`src/rtl/output_seq_pkg.sv`:
```
// Shared types and constants for the output drain sequencer.
// The control-strobe decode lives here so that the FSM and any checker agree on it.
package output_seq_pkg;

    localparam int OUT_SEQ_IN_WIDTH  = 512;
    localparam int OUT_SEQ_OUT_WIDTH = 64;
    localparam int OUT_SEQ_NUM_BEATS = OUT_SEQ_IN_WIDTH / OUT_SEQ_OUT_WIDTH;

    typedef enum logic [2:0] {
        IDLE    = 3'd0,
        CAPTURE = 3'd1,
        LOAD    = 3'd2,
        SEND    = 3'd3,
        SHIFT   = 3'd4,
        DONE    = 3'd5
    } out_seq_state_t;

    typedef struct packed {
        logic start_ready;
        logic load;
        logic shift;
        logic dest_valid;
        logic busy;
        logic done;
    } out_seq_ctrl_t;

    // Moore decode of the datapath strobes for a given state.
    function automatic out_seq_ctrl_t decode_ctrl(input out_seq_state_t st);
        out_seq_ctrl_t c;
        c = '0;
        case (st)
            IDLE:    c.start_ready = 1'b1;
            CAPTURE: c.busy        = 1'b1;
            LOAD: begin
                c.busy = 1'b1;
                c.load = 1'b1;
            end
            SEND: begin
                c.busy       = 1'b1;
                c.dest_valid = 1'b1;
            end
            SHIFT: begin
                c.busy  = 1'b1;
                c.shift = 1'b1;
            end
            DONE: begin
                c.busy = 1'b1;
                c.done = 1'b1;
            end
            default: c.start_ready = 1'b1;
        endcase
        return c;
    endfunction

endpackage

```
`src/rtl/output_seq_beat_counter.sv`:
```
// Beat index register for the drain sequence: synchronous clear, saturating increment,
// and a flag marking the final beat of a result.
module output_seq_beat_counter #(
    parameter  int NUM_BEATS = 8,
    localparam int BEAT_W    = $clog2(NUM_BEATS)
) (
    input  logic              clk,
    input  logic              reset,
    input  logic              clear,
    input  logic              inc,
    output logic [BEAT_W-1:0] count,
    output logic              last
);

    localparam logic [BEAT_W-1:0] LAST_IDX = BEAT_W'(NUM_BEATS - 1);

    logic [BEAT_W-1:0] count_r;

    // Clear wins over increment; the index holds at the final beat rather than wrapping.
    always_ff @(posedge clk) begin
        if (reset) begin
            count_r <= '0;
        end else if (clear) begin
            count_r <= '0;
        end else if (inc && (count_r != LAST_IDX)) begin
            count_r <= count_r + {{(BEAT_W-1){1'b0}}, 1'b1};
        end else begin
            count_r <= count_r;
        end
    end

    assign count = count_r;
    assign last  = (count_r == LAST_IDX);

endmodule

```
`src/rtl/output_sequencer.sv`:
```
// Output drain controller: capture, feeder load, then NUM_BEATS ready/valid beats with shifts between.
// Optional stall watchdog compiled in with OUTPUT_SEQ_WATCHDOG_EN.
module output_sequencer
    import output_seq_pkg::*;
#(
    parameter  int IN_WIDTH       = OUT_SEQ_IN_WIDTH,
    parameter  int OUT_WIDTH      = OUT_SEQ_OUT_WIDTH,
`ifdef OUTPUT_SEQ_WATCHDOG_EN
    parameter  int TIMEOUT_CYCLES = 1024,
`endif
    localparam int NUM_BEATS      = IN_WIDTH / OUT_WIDTH,
    localparam int BEAT_W         = $clog2(NUM_BEATS)
) (
    input  logic              clk,
    input  logic              reset,
    input  logic              start,
    output logic              start_ready,
    input  logic              flush,
    input  logic              src_ready,
    output logic              load,
    output logic              shift,
    output logic              dest_valid,
    output logic [BEAT_W-1:0] beat_idx,
    output logic              busy,
    output logic              done,
    output logic              timeout_err
);

    out_seq_state_t state_r;
    out_seq_state_t state_nx_s;
    out_seq_ctrl_t  ctrl_r;
    logic           beat_clr_s;
    logic           beat_inc_s;
    logic           beat_last_s;
    logic           timeout_hit_s;
    logic           timeout_err_r;

    assign beat_clr_s = (state_r == LOAD) || flush;
    assign beat_inc_s = (state_r == SHIFT);

    output_seq_beat_counter #(
        .NUM_BEATS (NUM_BEATS)
    ) u_beat_counter (
        .clk   (clk),
        .reset (reset),
        .clear (beat_clr_s),
        .inc   (beat_inc_s),
        .count (beat_idx),
        .last  (beat_last_s)
    );

`ifdef OUTPUT_SEQ_WATCHDOG_EN
    localparam int STALL_W = $clog2(TIMEOUT_CYCLES);

    logic [STALL_W-1:0] stall_r;

    assign timeout_hit_s = (state_r == SEND) && !src_ready &&
                           (stall_r == STALL_W'(TIMEOUT_CYCLES - 1));

    // Stall count is zero outside SEND, so every entry to SEND starts a fresh window.
    always_ff @(posedge clk) begin
        if (reset) begin
            stall_r       <= '0;
            timeout_err_r <= 1'b0;
        end else begin
            if (state_r != SEND) begin
                stall_r <= '0;
            end else if (!src_ready) begin
                stall_r <= stall_r + {{(STALL_W-1){1'b0}}, 1'b1};
            end else begin
                stall_r <= stall_r;
            end
            if (timeout_hit_s && !flush) begin
                timeout_err_r <= 1'b1;
            end else begin
                timeout_err_r <= timeout_err_r;
            end
        end
    end
`else
    assign timeout_hit_s = 1'b0;
    assign timeout_err_r = 1'b0;
`endif

    // Next-state selection; flush outranks the watchdog, a handshake and a new start.
    always_comb begin
        state_nx_s = state_r;
        if (flush) begin
            state_nx_s = IDLE;
        end else if (timeout_hit_s) begin
            state_nx_s = IDLE;
        end else begin
            case (state_r)
                IDLE: begin
                    if (start) begin
                        state_nx_s = CAPTURE;
                    end else begin
                        state_nx_s = IDLE;
                    end
                end
                CAPTURE: state_nx_s = LOAD;
                LOAD:    state_nx_s = SEND;
                SEND: begin
                    if (src_ready) begin
                        if (beat_last_s) begin
                            state_nx_s = DONE;
                        end else begin
                            state_nx_s = SHIFT;
                        end
                    end else begin
                        state_nx_s = SEND;
                    end
                end
                SHIFT:   state_nx_s = SEND;
                DONE:    state_nx_s = IDLE;
                default: state_nx_s = IDLE;
            endcase
        end
    end

    // State register with strobes pre-decoded from the next state so they leave a flop.
    always_ff @(posedge clk) begin
        if (reset) begin
            state_r <= IDLE;
            ctrl_r  <= decode_ctrl(IDLE);
        end else begin
            state_r <= state_nx_s;
            ctrl_r  <= decode_ctrl(state_nx_s);
        end
    end

    assign start_ready = ctrl_r.start_ready;
    assign load        = ctrl_r.load;
    assign shift       = ctrl_r.shift;
    assign dest_valid  = ctrl_r.dest_valid;
    assign busy        = ctrl_r.busy;
    assign done        = ctrl_r.done;
    assign timeout_err = timeout_err_r;

endmodule

```
`config.mk`:
```
export PLATFORM = sky130hd
export DESIGN_NAME = output_sequencer
export DESIGN_NICKNAME = d
export VERILOG_FILES = /design/src/rtl/output_seq_pkg.sv /design/src/rtl/output_seq_beat_counter.sv /design/src/rtl/output_sequencer.sv
export SDC_FILE = /design/constraint.sdc
export NUM_CORES = 1
export LEC_CHECK = 0
export BUFFER_PORTS_ARGS = -buffer_cell sky130_fd_sc_hd__buf_2
export CORE_AREA = 2 2 39 41
export DETAILED_ROUTE_END_ITERATION = 16
export DIE_AREA = 0 0 41 43
export GPL_TIMING_DRIVEN = 0
export HOLD_SLACK_MARGIN = 0.06
export PLACE_DENSITY = 0.7
export SLEW_MARGIN = 10
export SYNTH_ARGS = -nofsm -noshare
export SYNTH_HDL_FRONTEND = slang
export SYNTH_SLANG_ARGS = --single-unit
```
`constraint.sdc`:
```
create_clock -name clk -period 1.71 [get_ports clk]
set_clock_uncertainty 0.15 [all_clocks]
set_input_delay 0.171 -clock clk [delete_from_list [all_inputs] [get_ports clk]]
set_output_delay 0.171 -clock clk [all_outputs]
set_load 0.1 [all_outputs]
```
## Word-level counts from Yosys, hierarchy flattened

Cells that the tools add are included.

| word-level totals | value |
|---|---|
| flip-flop bits (word level) | 12 |
| input bits | 5 |
| output and inout port bits | 10 |
| word-level logic and storage cells | 37 |

| operators by class | value |
|---|---|
| add/sub/neg operators | 1 |
| eq/ne operators | 11 |
| mux-type cells | 11 |
| reduce and logical (&&, ||, !) cells | 6 |

Operators by type and width:

| cell | count |
|---|---|
| $eq 3x2->1 const B | 4 |
| $eq 3x3->1 const B | 4 |
| $pmux 3 s4 | 1 |
| $mux 1 | 8 |
| $eq 3x1->1 const B | 2 |
| $mux 3 | 2 |
| $reduce_or 5->1 | 1 |
| $reduce_or 2->1 | 2 |
| $add 3x1->3 const B | 1 |
| $logic_not 3->1 | 1 |
| $ne 3x3->1 const B | 1 |
| $logic_and 1x1->1 | 1 |
| $logic_or 1x1->1 | 1 |

## Longest topological paths before layout

Gate-level depths: netlist of the first run.

| logic depth | value |
|---|---|
| word-level depth | 8 |
| gate-level depth with buffers | 5 |
| depth with buffers taken out | 5 |

## Cells and area by module

A second synthesis of the first run with hierarchy kept.

| unflattened totals | value |
|---|---|
| cell total of the unflattened synthesis | 53 |
| area, all modules | 520.5 sq um |

By module, submodules not included:

| module | instances | cells each | area each (sq um) | sequential area each (sq um) |
|---|---|---|---|---|
| output_sequencer | 1 | 41 | 377.9 | 180.2 |
| output_seq_beat_counter | 1 | 12 | 142.6 | 60.1 |

## Least setup slack after synthesis of the first run

Ideal clock, no wire load.

| timing | value |
|---|---|
| path kind | register -> register |
| start | register u_beat_counter.count_r[0] (netlist: u_beat_counter.count[0]) |
| end | register ctrl_r, in the netlist load |
| library setup time | 115 ps |
| arrival time | 1809 ps |
| data required time | 1445 ps |
| path slack | -364 ps |
| stages on the path, launching flop included | 6 |
| buffers on the path | 0 |
| clock period less this slack | 2074 ps |
| path through | dfxtp_1 ha_1 ha_1 nand2b_1 a21oi_2 o21ba_1 |

| on the way | value |
|---|---|
| word-level cells in the longest chain between the ends | 7 |

RTL lines:

| element | line | RTL |
|---|---|---|
| from (decl) | output_seq_beat_counter.sv:17 | `logic [BEAT_W-1:0] count_r;` |
| from (signal assigned) | output_seq_beat_counter.sv:26 | `count_r <= count_r + {{(BEAT_W-1){1'b0}}, 1'b1};` |
| from (signal assigned) | output_seq_beat_counter.sv:28 | `count_r <= count_r;` |
| $eq 3x3->1 | output_seq_beat_counter.sv:33 | `assign last = (count_r == LAST_IDX);` |
| $mux 1 | output_sequencer.sv:105 | `if (beat_last_s) begin` |
| $mux 3 | output_sequencer.sv:104 | `if (src_ready) begin` |
| $pmux 3 s4 | output_sequencer.sv:93 | `case (state_r)` |
| $mux 3 | output_sequencer.sv:88 | `if (flush) begin` |
| $eq 3x2->1 | output_seq_pkg.sv:31 | `case (st)` |
| $mux 1 | output_seq_pkg.sv:31 |  |
| to (signal assigned) | output_sequencer.sv:125 | `ctrl_r <= decode_ctrl(IDLE);` |
| to (signal assigned) | output_sequencer.sv:128 | `ctrl_r <= decode_ctrl(state_nx_s);` |
| to (decl) | output_sequencer.sv:31 | `out_seq_ctrl_t ctrl_r;` |

Every way passes these cells.
A chain may end at the register's enable or synchronous reset.

## Worst setup path in the final report of the first run

| timing | value |
|---|---|
| start | register u_beat_counter.count_r[0] (netlist: u_beat_counter.count[0]) |
| end | register u_beat_counter.count_r[2] (netlist: u_beat_counter.count[2]) |

| on the way | value |
|---|---|
| word-level cells in the longest chain between the ends | 2 |
| elaborated cells between the ends (all ways) | 3 |
| those cells by class | add/sub (1); eq/ne (1); reduce/logical (1) |

RTL lines:

| element |
|---|
| parallel branches: the longest is 2 deep, another holds $add 3x1->3 |

Several ways; the timed one is not identified.

==> results of run 1 <==
[timing repair]
| item | CTS | global route |
|---|---|---|
| hold endpoints to repair | 2 | 0 |
| hold buffers | 2 | 0 |
| gates resized for setup | 0 | 1 |
| endpoints found under the setup margin | 0 | 1 |
[cell families after synthesis]
| group | count (synthesis) |
|---|---|
| other | 1 |
| muxes | 2 |
| adders and majority gates | 2 |
| DFF | 12 |
| AOI/OAI and AO/OA | 8 |
| and+or+nand+nor | 16 |
| buffers and inverters | 6 |
| xor gates and xnor gates | 1 |
[layout by cell type (no fill, tap or decap), types with 3 or more instances in the layout]
cell       n
nor2_1     4
buf_2     13
dfxtp_1    9
inv_1      3
clkbuf_4   3
[registers in the layout (all words and copies together), names as in the netlist]
signal and count:
busy 1, dest_valid 1, done 1, load 1
shift 1, start_ready 1, state_r 3, u_beat_counter.count 3
[through the flow]
stage	total power, uW	area, sq um	hold slack (ps)
CTS	580	652	84.4
floorplan	340	510	99.1
detailed placement	353	596	218
global placement	352	596	218
global route	595	659	98.1
finish	572	659	89.4
[worst min-delay path: stages]
cell,delay (ps)
buf_2,70
or2_1,100
o311ai_1,100
[where the power goes]
| group | switching, uW | internal, uW | total, uW |
|---|---|---|---|
| Combinational | 50.5 | 17.5 | 68.0 |
| Clock | 90.4 | 129 | 219 |
| Sequential | 3.47 | 281 | 284 |
| Total | 144 | 427 | 572 |
[per-layer routing]
layer	wire length [microns]	global-route usage, %
met3	44	3.14
met1	416	14.6
met4	0	6.00
met2	501	19.7
met5	0	0
[layout make-up]
type,instances,share of cell area [%]
Sequential cell,12,37.8
Multi-Input combinational cell,30,36.2
Timing Repair Buffer,15,12.9
Clock buffer,4,5.50
Tap cell,16,3.04
Buffer,2,2.28
Inverter,4,2.28
[path summary, 6_finish.rpt]
| path | startpoint | to | cells after the start |
|---|---|---|---|
| max | u_beat_counter.count[0] | u_beat_counter.count[2] | 5 |
| min | start | start_ready | 3 |
| max reg2reg | u_beat_counter.count[0] | u_beat_counter.count[2] | 5 |
| min reg2reg | u_beat_counter.count[1] | u_beat_counter.count[1] | 2 |
==> implementation parameters, run 1 <==
Parameter                              Value

Setup path
  Data arrival time at the worst-slack endpoint    1640 ps
  Type of the worst setup path    flip-flop to flip-flop
  Required time reported for the critical path endpoint    about 1700 ps
  Cells traversed along the worst timing path    ha_1 > ha_1 > nor4b_4 > mux2i_1 > nor2_1
  Largest driver fanout on the critical path    3
  CP startpoint kind    flip-flop
  Kind of cell adding the most delay to the critical path    adder cells
  Kind of end point of the critical path    flip-flop
  CP peak stage delay    350 ps
  FF-to-FF setup slack    ~67 ps
  Most frequent cell on the critical path    ha_1
  CP bufs+invs    0
  Slowest stage cell, crit path    dfxtp_4

Route
  Iteration-0 DRC count of the detailed router    6
  Number of DRC violations after detailed routing    0
  Detailed-route wire length    961 microns
  Routed WL per cell    11.6 microns
  Remaining number of nets flagged by the antenna check after routing    0
  First-pass iteration count of the detailed router    4
  Via density    4.80
  Routed vias    398

Synthesis
  Mean Syn Cell Area    10.5 sq um
  Cell taking the most area after synthesis    dfxtp_1
  Sequential cell area fraction in the yosys report    47.9%
  Top post-synthesis cells by area    dfxtp_1 48%, ha_1 5.0%, nor4b_4 4.7%, mux2i_1 4.0%, buf_4 3.0%
  Largest family of logic cells by synthesized area    simple AND/OR/NAND/NOR gates
  Top cells by count, synth    12 x dfxtp_1, 4 x nor2_1, 3 x inv_1
  Unique masters post-synth    26
  Synth async-reset ratio    0%
  XOR/XNOR Fraction of Synth Area    1.75%
  Post-synthesis share of cell area spent on and, or, nand and nor gates    between 20% and 30%
  Multiplexer share of the synthesized area    3.99%
  Number of storage elements in the synthesis netlist    12
  Fraction of post-synthesis cell area in the top cell type by area    47.9%
  Most frequent cell after synthesis    dfxtp_1
  Instance count of the mapped netlist    48
  Share of the synthesized area in compound gates (AO/OA/AOI/OAI)    12.5%
  EDFF count, synth    0
  Fraction of the mapped netlist area in adder cells    4.99%
  Synth Flop Type    dfxtp_1
  Mapped Area    around 500 sq um
  Net count after synthesis    55
  Count of synthesis-stage warnings from yosys    0

Hold path
  Kind of path behind the tightest hold check    input port to flip-flop

Die
  Floorplan row count    14
  Die height    about 43 microns
  Overall die width    41 microns
  Die area    0.00176 sq mm
  Initial cell density of the core    36.3%
  Standard cell core area    0.00138 sq mm
  I/O pin total    15

CTS
  H-tree level count    1
  TritonCTS clock tree    yes
  Clk Latency, worst-skew pair    between 200 and 300 ps
  Maximum clock path buffer count    2
  Number of buffers inserted by post-CTS setup repair    0
  Clock root buffer master    clkbuf_4
  CTS Buf Count    3
  Clock-pin slew reported for the worst setup and hold paths after clock tree synthesis    80 ps
  Clock sinks    12

Timing
  Crit path time final    1640 ps
  Count of endpoints failing hold in the final timing report    0
  Max Transition Viols Final    0
  Final setup vio count    0
  Maximum achievable frequency    609 MHz
  Final setup slack of the worst path    66.9 ps
  Fraction of the cycle the final worst path needs    a little over nine tenths
  Fin Setup TNS    0 ps

Global route
  Pin count of the biggest net entering global routing    11
  Via count of the first global-routing pass    364
  Total GRT Usage    12.4%
  First-pass GRT wire length    1.48 mm
  Total congestion overflow    0
  Number of antenna violations at the first check in global routing    0

Layout
  Post-route core utilization    47.6%
  Net count of the finished layout    75
  ANT cells    0
  Layout Cells excl Fill    83
  Fraction of final layout cells with drive strength greater than 1    between 40% and 50%
  Area taken by multi-input logic gates    239 sq um
  Fill cell instance count of the final layout    133
  Syn-to-layout area delta    31.4%
  Register area    between 200 and 250 sq um

Pwr
  Maximum resistive drop on vdd    0.372 mV
  Leakage power    0.000298 uW
  Cell area power density    867 mW/mm^2

Place
  GPL Wtd Cong    0.766
  Post-Place Cells    77
  Worst-case setup slack after placement    between 50 and 60 ps
  Half-perimeter wire length after detailed placement    648 microns
  Count of input and output buffers    13

Outcome
  Result of the run    finished clean

Flow run
  Number of violations of the max-capacitance limit    0
(Power assumes the default switching activity.)
==> run 2: changes to the inputs <==
Settings changed: PLACE_DENSITY 0.7 to 0.72, SYNTH_HIERARCHICAL set to 1.
==> implementation parameters, run 2 <==
Parameter                              Value

Die
  Die height    43 microns (unchanged)
  Initial cell density of the core    37.6% (was 36.3%)
  Floorplan row count    14 (unchanged)
  Overall die width    41 microns (unchanged)
  I/O pin total    15 (unchanged)
  Standard cell core area    0.00138 sq mm (unchanged)
  Die area    0.00176 sq mm (unchanged)

Timing
  Final setup slack of the worst path    190 ps (was 66.9 ps)
  Maximum achievable frequency    658 MHz (was 609 MHz)
  Count of endpoints failing hold in the final timing report    0 (unchanged)
  Max Transition Viols Final    0 (unchanged)
  Final setup vio count    0 (unchanged)
  Fraction of the cycle the final worst path needs    88.9% (was 96.1%)
  Unrepaired setup endpoints after global routing    no
  Crit path time final    1520 ps (was 1640 ps)
  Fin Setup TNS    0 ps (unchanged)

Setup path
  Kind of cell adding the most delay to the critical path    compound AO/OA/AOI/OAI gates (was adder cells)
  Data arrival time at the worst-slack endpoint    1550 ps (was 1640 ps)
  FF-to-FF setup slack    190 ps (was 70 ps)
  CP startpoint kind    flip-flop (unchanged)
  Number of cells on the worst reg-to-reg path    5 (unchanged)
  Most frequent cell on the critical path    ha_4 (was ha_1)
  Critical path capture point    load (was u_beat_counter.count[2])
  Required time reported for the critical path endpoint    1740 ps (was 1710 ps)
  Largest driver fanout on the critical path    5 (was 3)
  Launching instance or port of the critical path    u_beat_counter/count[1] (was u_beat_counter.count[0])
  Type of the worst setup path    flip-flop to flip-flop (unchanged)
  Start of the worst register-to-register path    u_beat_counter/count[1] (was u_beat_counter.count[0])
  Worst R2R End    load (was u_beat_counter.count[2])
  WP depth    5 (unchanged)
  Slowest stage cell, crit path    a221o_2 (was dfxtp_4)
  Cells traversed along the worst timing path    ha_4 > ha_4 > o21ai_1 > a221o_2 > o21a_1 (was ha_1 > ha_1 > nor4b_4 > mux2i_1 > nor2_1)
  CP peak stage delay    400 ps (was 350 ps)
  CP bufs+invs    0 (unchanged)
  Kind of end point of the critical path    flip-flop (unchanged)

Synthesis
  Mean Syn Cell Area    9.82 sq um (was 10.5 sq um)
  Post-synthesis share of cell area spent on and, or, nand and nor gates    24.3% (was 22.2%)
  Synth async-reset ratio    0% (unchanged)
  Multiplexer share of the synthesized area    3.85% (was 3.99%)
  Fraction of post-synthesis cell area in the top cell type by area    46.2% (was 47.9%)
  Share of the synthesized area in compound gates (AO/OA/AOI/OAI)    11.1% (was 12.5%)
  Mapped Area    520 sq um (was 502 sq um)
  EDFF count, synth    0 (unchanged)
  Count of synthesis-stage warnings from yosys    6 (was 0)
  Instance count of the mapped netlist    53 (was 48)
  XOR/XNOR Fraction of Synth Area    1.68% (was 1.75%)
  Fraction of the mapped netlist area in adder cells    4.81% (was 4.99%)
  Synth Flop Type    dfxtp_1 (unchanged)
  Top cells by count, synth    12 x dfxtp_1, 5 x nor2_1, 4 x nor3_1 (was 12 x dfxtp_1, 4 x nor2_1, 3 x inv_1)
  Top post-synthesis cells by area    dfxtp_1 46%, ha_1 4.8%, mux2i_1 3.8%, nor3_1 3.8%, nor2_1 3.6% (was dfxtp_1 48%, ha_1 5.0%, nor4b_4 4.7%, mux2i_1 4.0%, buf_4 3.0%)
  Largest family of logic cells by synthesized area    simple AND/OR/NAND/NOR gates (unchanged)
  Number of storage elements in the synthesis netlist    12 (unchanged)
  Sequential cell area fraction in the yosys report    46.2% (was 47.9%)
  Net count after synthesis    60 (was 55)
  Most frequent cell after synthesis    dfxtp_1 (unchanged)
  Cell taking the most area after synthesis    dfxtp_1 (unchanged)
  Unique masters post-synth    28 (was 26)

Layout
  Leading cell type in the layout, fill and taps excluded    buf_2 (unchanged)
  Net count of the finished layout    80 (was 75)
  Fraction of final layout cells with drive strength greater than 1    43.1% (was 41.8%)
  Fill cell instance count of the final layout    129 (was 133)
  Commonest cells after routing, fill and taps aside    13 x buf_2, 9 x dfxtp_1, 5 x nor2_1 (was 13 x buf_2, 9 x dfxtp_1, 4 x nor2_1)
  Layout Cell Area excl Fill    688 sq um (was 659 sq um)
  ANT cells    0 (unchanged)
  Syn-to-layout area delta    32.2% (was 31.4%)

Global route
  First-pass GRT wire length    1.56 mm (was 1.48 mm)
  Pin count of the biggest net entering global routing    10 (was 11)
  Via count of the first global-routing pass    363 (was 364)
  Total GRT Usage    13.9% (was 12.4%)
  Total congestion overflow    0 (unchanged)
  Number of antenna violations at the first check in global routing    0 (unchanged)

Place
  Count of input and output buffers    13 (unchanged)
  Half-perimeter wire length after detailed placement    663 microns (was 648 microns)
  Worst-case setup slack after placement    196 ps (was 54.7 ps)
  GPL Wtd Cong    0.730 (was 0.766)
  Area after DPL    642 sq um (was 596 sq um)

Pwr
  Maximum resistive drop on vdd    0.395 mV (was 0.372 mV)
  Cell area power density    775 mW/mm^2 (was 867 mW/mm^2)
  Seq pwr share    52.8% (was 49.7%)
  Clock group share of total power    34.4% (was 38.4%)
  Net load switching power    145 uW (was 144 uW)
  Proportion of power drawn by combinational gates    12.8% (was 11.9%)
  Leakage power    0.000312 uW (was 0.000298 uW)
  Design Power    533 uW (was 572 uW)
  Share of total power consumed by net switching    27.1% (was 25.3%)
  Internal cell power    389 uW (was 427 uW)

Route
  First-pass iteration count of the detailed router    4 (unchanged)
  Iteration-0 DRC count of the detailed router    5 (was 6)
  Number of DRC violations after detailed routing    0 (unchanged)
  Routed WL per cell    9.78 microns (was 11.6 microns)
  Routed vias    414 (was 398)
  Via density    4.70 (was 4.80)
  Detailed-route wire length    861 microns (was 961 microns)
  Remaining number of nets flagged by the antenna check after routing    0 (unchanged)

CTS
  TritonCTS clock tree    yes (unchanged)
  CTS Buf Count    3 (unchanged)
  H-tree level count    1 (unchanged)
  Clock sinks    12 (unchanged)
  Clock root buffer master    clkbuf_4 (unchanged)
  Clk Latency, worst-skew pair    270 ps (was 260 ps)
  Maximum clock path buffer count    2 (unchanged)
  Clock-pin slew reported for the worst setup and hold paths after clock tree synthesis    80 ps (about the same)

Flow run
  Number of violations of the max-capacitance limit    0 (unchanged)

Outcome
  Result of the run    finished clean (unchanged)

Hold path
  Kind of path behind the tightest hold check    input port to flip-flop (unchanged)
run 2: logic make-up after synthesis:
group | Yosys count
flops | 12
xor+xnor | 1
mux | 2
simple gates | 21
fa+ha+maj | 2
buf+inv | 6
other cells | 1
compound gates | 8
run 2: power by group through the flow:
stage               sequential, uW  clock, uW  combinational (uW)
floorplan                      311          0                28.4
finish                         282        183                68.0
detailed placement             288          0                65.1
CTS                            282        187                68.5
global placement               288          0                64.4
global route                   283        204                72.9
run 2: how the worst min path moves through the flow:
stage,slack (ps),startpoint,cells after the start,endpoint
final,90,start,3,start_ready
after global routing,100,start,3,start_ready
after CTS,90,start,3,start_ready
after detailed placement,260,reset,2,u_beat_counter/count[2]
after global placement,250,reset,2,u_beat_counter/count[0]
after floorplan,90,reset,1,u_beat_counter/count[0]
run 2: metrics by stage:
stage / hold WS, ps / instances / util [%]
finish: 85.8 / 88 / 49.7
global route: 98.4 / 88 / 49.7
CTS: 88.1 / 88 / 49.7
detailed placement: 258 / 82 / 46.4
global placement: 247 / 82 / 46.4
floorplan: 88.0 / 53 / -
run 2: routing by layer:
metal / share of wire, % / vias up / GRT usage (%) / routed length [microns]
li1: - / 217 / - / -
met1: 47 / 180 / 16.9 / 402
met2: 44 / 13 / 18.4 / 379
met3: 5.1 / 4 / 4.71 / 44
met4: 4.1 / 0 / 12.0 / 35
met5: 0 / - / 0 / 0
run 2: final cells by class:
cell class	instances	area, sq um	share of cell area (%)
flip-flops and latches	12	251	36.5
repair buffers	15	85.1	12.4
inverters	3	12.5	1.82
plain buffers	3	26.3	3.82
multi-input cells	35	267	38.7
well taps	16	20.0	2.91
clock buffers	4	26.3	3.82
run 2: repair_timing:
item                                   4_1_cts  5_1_grt
buffers inserted                             0        0
setup endpoints to repair                    0        0
hold buffers                                 2        0
resized for setup                            0        0
endpoints found under the hold margin        4        0
run 2: worst min-delay path, cell delays in order:
cell and delay (ps):
buf_2 100, nor2_1 70, a21o_1 130
==> run 3: changes to the inputs <==
--- a/constraint.sdc
+++ b/constraint.sdc
@@ -3,3 +3,3 @@
 set_input_delay 0.171 -clock clk [delete_from_list [all_inputs] [get_ports clk]]
 set_output_delay 0.171 -clock clk [all_outputs]
-set_load 0.1 [all_outputs]
+set_load 0.05 [all_outputs]
==> implementation parameters, run 3 (synthesis results as in run 2) <==
Parameter                              Value

Timing
  Unrepaired setup endpoints after global routing    no (unchanged)
  Max Transition Viols Final    0 (unchanged)
  Crit path time final    1620 ps (was 1520 ps)
  Final setup slack of the worst path    85.1 ps (was 190 ps)
  Fraction of the cycle the final worst path needs    95.0% (was 88.9%)
  Final setup vio count    0 (unchanged)
  Count of endpoints failing hold in the final timing report    0 (unchanged)
  Fin Setup TNS    0 ps (unchanged)
  Maximum achievable frequency    615 MHz (was 658 MHz)

Route
  Iteration-0 DRC count of the detailed router    3 (was 5)
  First-pass iteration count of the detailed router    2 (was 4)
  Detailed-route wire length    883 microns (was 861 microns)
  Number of DRC violations after detailed routing    0 (unchanged)
  Routed vias    405 (was 414)
  Routed WL per cell    10.0 microns (was 9.78 microns)
  Remaining number of nets flagged by the antenna check after routing    0 (unchanged)
  Via density    4.60 (was 4.70)

Setup path
  Data arrival time at the worst-slack endpoint    1650 ps (was 1550 ps)
  Kind of end point of the critical path    flip-flop (unchanged)
  CP startpoint kind    flip-flop (unchanged)
  Most frequent cell on the critical path    ha_1 (was ha_4)
  CP bufs+invs    0 (unchanged)
  Kind of cell adding the most delay to the critical path    compound AO/OA/AOI/OAI gates (unchanged)
  Slowest stage cell, crit path    a221o_2 (unchanged)
  Worst R2R End    load (unchanged)
  Launching instance or port of the critical path    u_beat_counter/count[0] (was u_beat_counter/count[1])
  Start of the worst register-to-register path    u_beat_counter/count[0] (was u_beat_counter/count[1])
  Number of cells on the worst reg-to-reg path    5 (unchanged)
  CP peak stage delay    380 ps (was 400 ps)
  Cells traversed along the worst timing path    ha_1 > ha_1 > o21ai_0 > a221o_2 > o21a_1 (was ha_4 > ha_4 > o21ai_1 > a221o_2 > o21a_1)
  FF-to-FF setup slack    90 ps (was 190 ps)
  Required time reported for the critical path endpoint    1740 ps (about the same)
  Largest driver fanout on the critical path    5 (unchanged)
  Type of the worst setup path    flip-flop to flip-flop (unchanged)

Place
  GPL Wtd Cong    0.689 (was 0.730)
  Count of input and output buffers    13 (unchanged)
  Area after DPL    614 sq um (was 642 sq um)
  Worst-case setup slack after placement    97.1 ps (was 196 ps)
  Half-perimeter wire length after detailed placement    655 microns (was 663 microns)

Global route
  Number of antenna violations at the first check in global routing    0 (unchanged)
  Total GRT Usage    12.8% (was 13.9%)
  Via count of the first global-routing pass    349 (was 363)
  Pin count of the biggest net entering global routing    10 (unchanged)
  First-pass GRT wire length    1.43 mm (was 1.56 mm)
  Total congestion overflow    0 (unchanged)

Die
  Standard cell core area    0.00138 sq mm (unchanged)
  Floorplan row count    14 (unchanged)
  Die height    43 microns (unchanged)
  I/O pin total    15 (unchanged)
  Initial cell density of the core    37.6% (unchanged)
  Die area    0.00176 sq mm (unchanged)
  Overall die width    41 microns (unchanged)

Outcome
  Result of the run    finished clean (unchanged)

CTS
  Clock root buffer master    clkbuf_4 (unchanged)
  Clk Latency, worst-skew pair    270 ps (about the same)
  TritonCTS clock tree    yes (unchanged)
  Number of buffers inserted by post-CTS setup repair    0 (unchanged)
  Clock sinks    12 (unchanged)
  Maximum clock path buffer count    2 (unchanged)
  H-tree level count    1 (unchanged)
  Number of gates resized after CTS    0 (unchanged)
  CTS hold repair buffers    2 (unchanged)
  CTS Buf Count    3 (unchanged)
  Clock-pin slew reported for the worst setup and hold paths after clock tree synthesis    80 ps (about the same)

Layout
  Area taken by multi-input logic gates    241 sq um (was 267 sq um)
  Leading cell type in the layout, fill and taps excluded    buf_2 (unchanged)
  ANT cells    0 (unchanged)
  Layout Cell Area excl Fill    671 sq um (was 688 sq um)
  Fill cell instance count of the final layout    137 (was 129)
  Register area    249 sq um (was 251 sq um)
  Commonest cells after routing, fill and taps aside    13 x buf_2, 9 x dfxtp_1, 5 x nor2_1 (unchanged)
  Syn-to-layout area delta    28.8% (was 32.2%)
  Net count of the finished layout    80 (unchanged)
  Fraction of final layout cells with drive strength greater than 1    41.7% (was 43.1%)

Pwr
  Share of total power consumed by net switching    23.8% (was 27.1%)
  Clock group share of total power    40.6% (was 34.4%)
  Leakage power    0.000324 uW (was 0.000312 uW)
  Seq pwr share    50.3% (was 52.8%)
  Maximum resistive drop on vdd    0.330 mV (was 0.395 mV)
  Internal cell power    429 uW (was 389 uW)
  Net load switching power    134 uW (was 145 uW)
  Proportion of power drawn by combinational gates    9.2% (was 12.8%)
  Cell area power density    840 mW/mm^2 (was 775 mW/mm^2)

Hold path
  End point of the most critical hold path    state_r[1] (was start_ready)
  Worst Hold Depth    3 (unchanged)
  Worst min-delay path startpoint    src_ready (was start)
  Kind of path behind the tightest hold check    input port to flip-flop (unchanged)

Flow run
  Number of violations of the max-capacitance limit    0 (unchanged)
run 3: cell types whose count changed in the layout (fill, tap and decap cells not counted):
cell | previous run | this run
ha_1 | 0 | 2
ha_4 | 2 | 0
clkbuf_1 | 1 | 0
clkbuf_8 | 0 | 1
dfxtp_2 | 0 | 1
dfxtp_4 | 3 | 2
o21ai_0 | 1 | 2
o21ai_1 | 1 | 0
run 3: final cells by class:
| class | instances | area share (%) |
|---|---|---|
| Inverter | 3 | 1.87 |
| Tap cell | 16 | 2.99 |
| Multi-Input combinational cell | 35 | 36.0 |
| Buffer | 3 | 3.92 |
| Clock buffer | 4 | 5.41 |
| Sequential cell | 12 | 37.1 |
| Timing Repair Buffer | 15 | 12.7 |
run 3: power by group through the flow:
stage	logic, uW	clock network (uW)	registers, uW
finish	51.6	229	283
detailed placement	48.4	0	290
CTS	51.9	235	283
global route	55.7	253	284
global placement	47.9	0	290
floorplan	23.6	0	301
run 3: worst min-delay path, cell delays in order:
cell     delay (ps)
buf_2           100
a21o_2          110
a21oi_1          80
run 3: how the worst max path moves through the flow:
stage                 to  slack, ps  depth (start not counted)
floorplan           load         30                          5
global placement    load        100                          5
detailed placement  load        100                          5
CTS                 load         80                          5
global route        load         20                          5
finish              load         90                          5
run 3: routing by layer:
| layer | share of wire [%] | GRT usage [%] | up-vias |
|---|---|---|---|
| met5 | 0 | 0 | - |
| met4 | 3.1 | 12.0 | 0 |
| met3 | 5.7 | 4.71 | 4 |
| met2 | 43 | 17.2 | 12 |
| met1 | 48 | 14.7 | 176 |
| li1 | - | - | 213 |
run 3: metrics by stage:
stage	instances	hold slack, ps	power (uW)	util (%)
global route	88	102	593	48.5
global placement	82	252	338	44.4
detailed placement	82	255	338	44.4
CTS	88	81.3	570	48.5
finish	88	88.7	563	48.5
floorplan	53	88.0	324	-
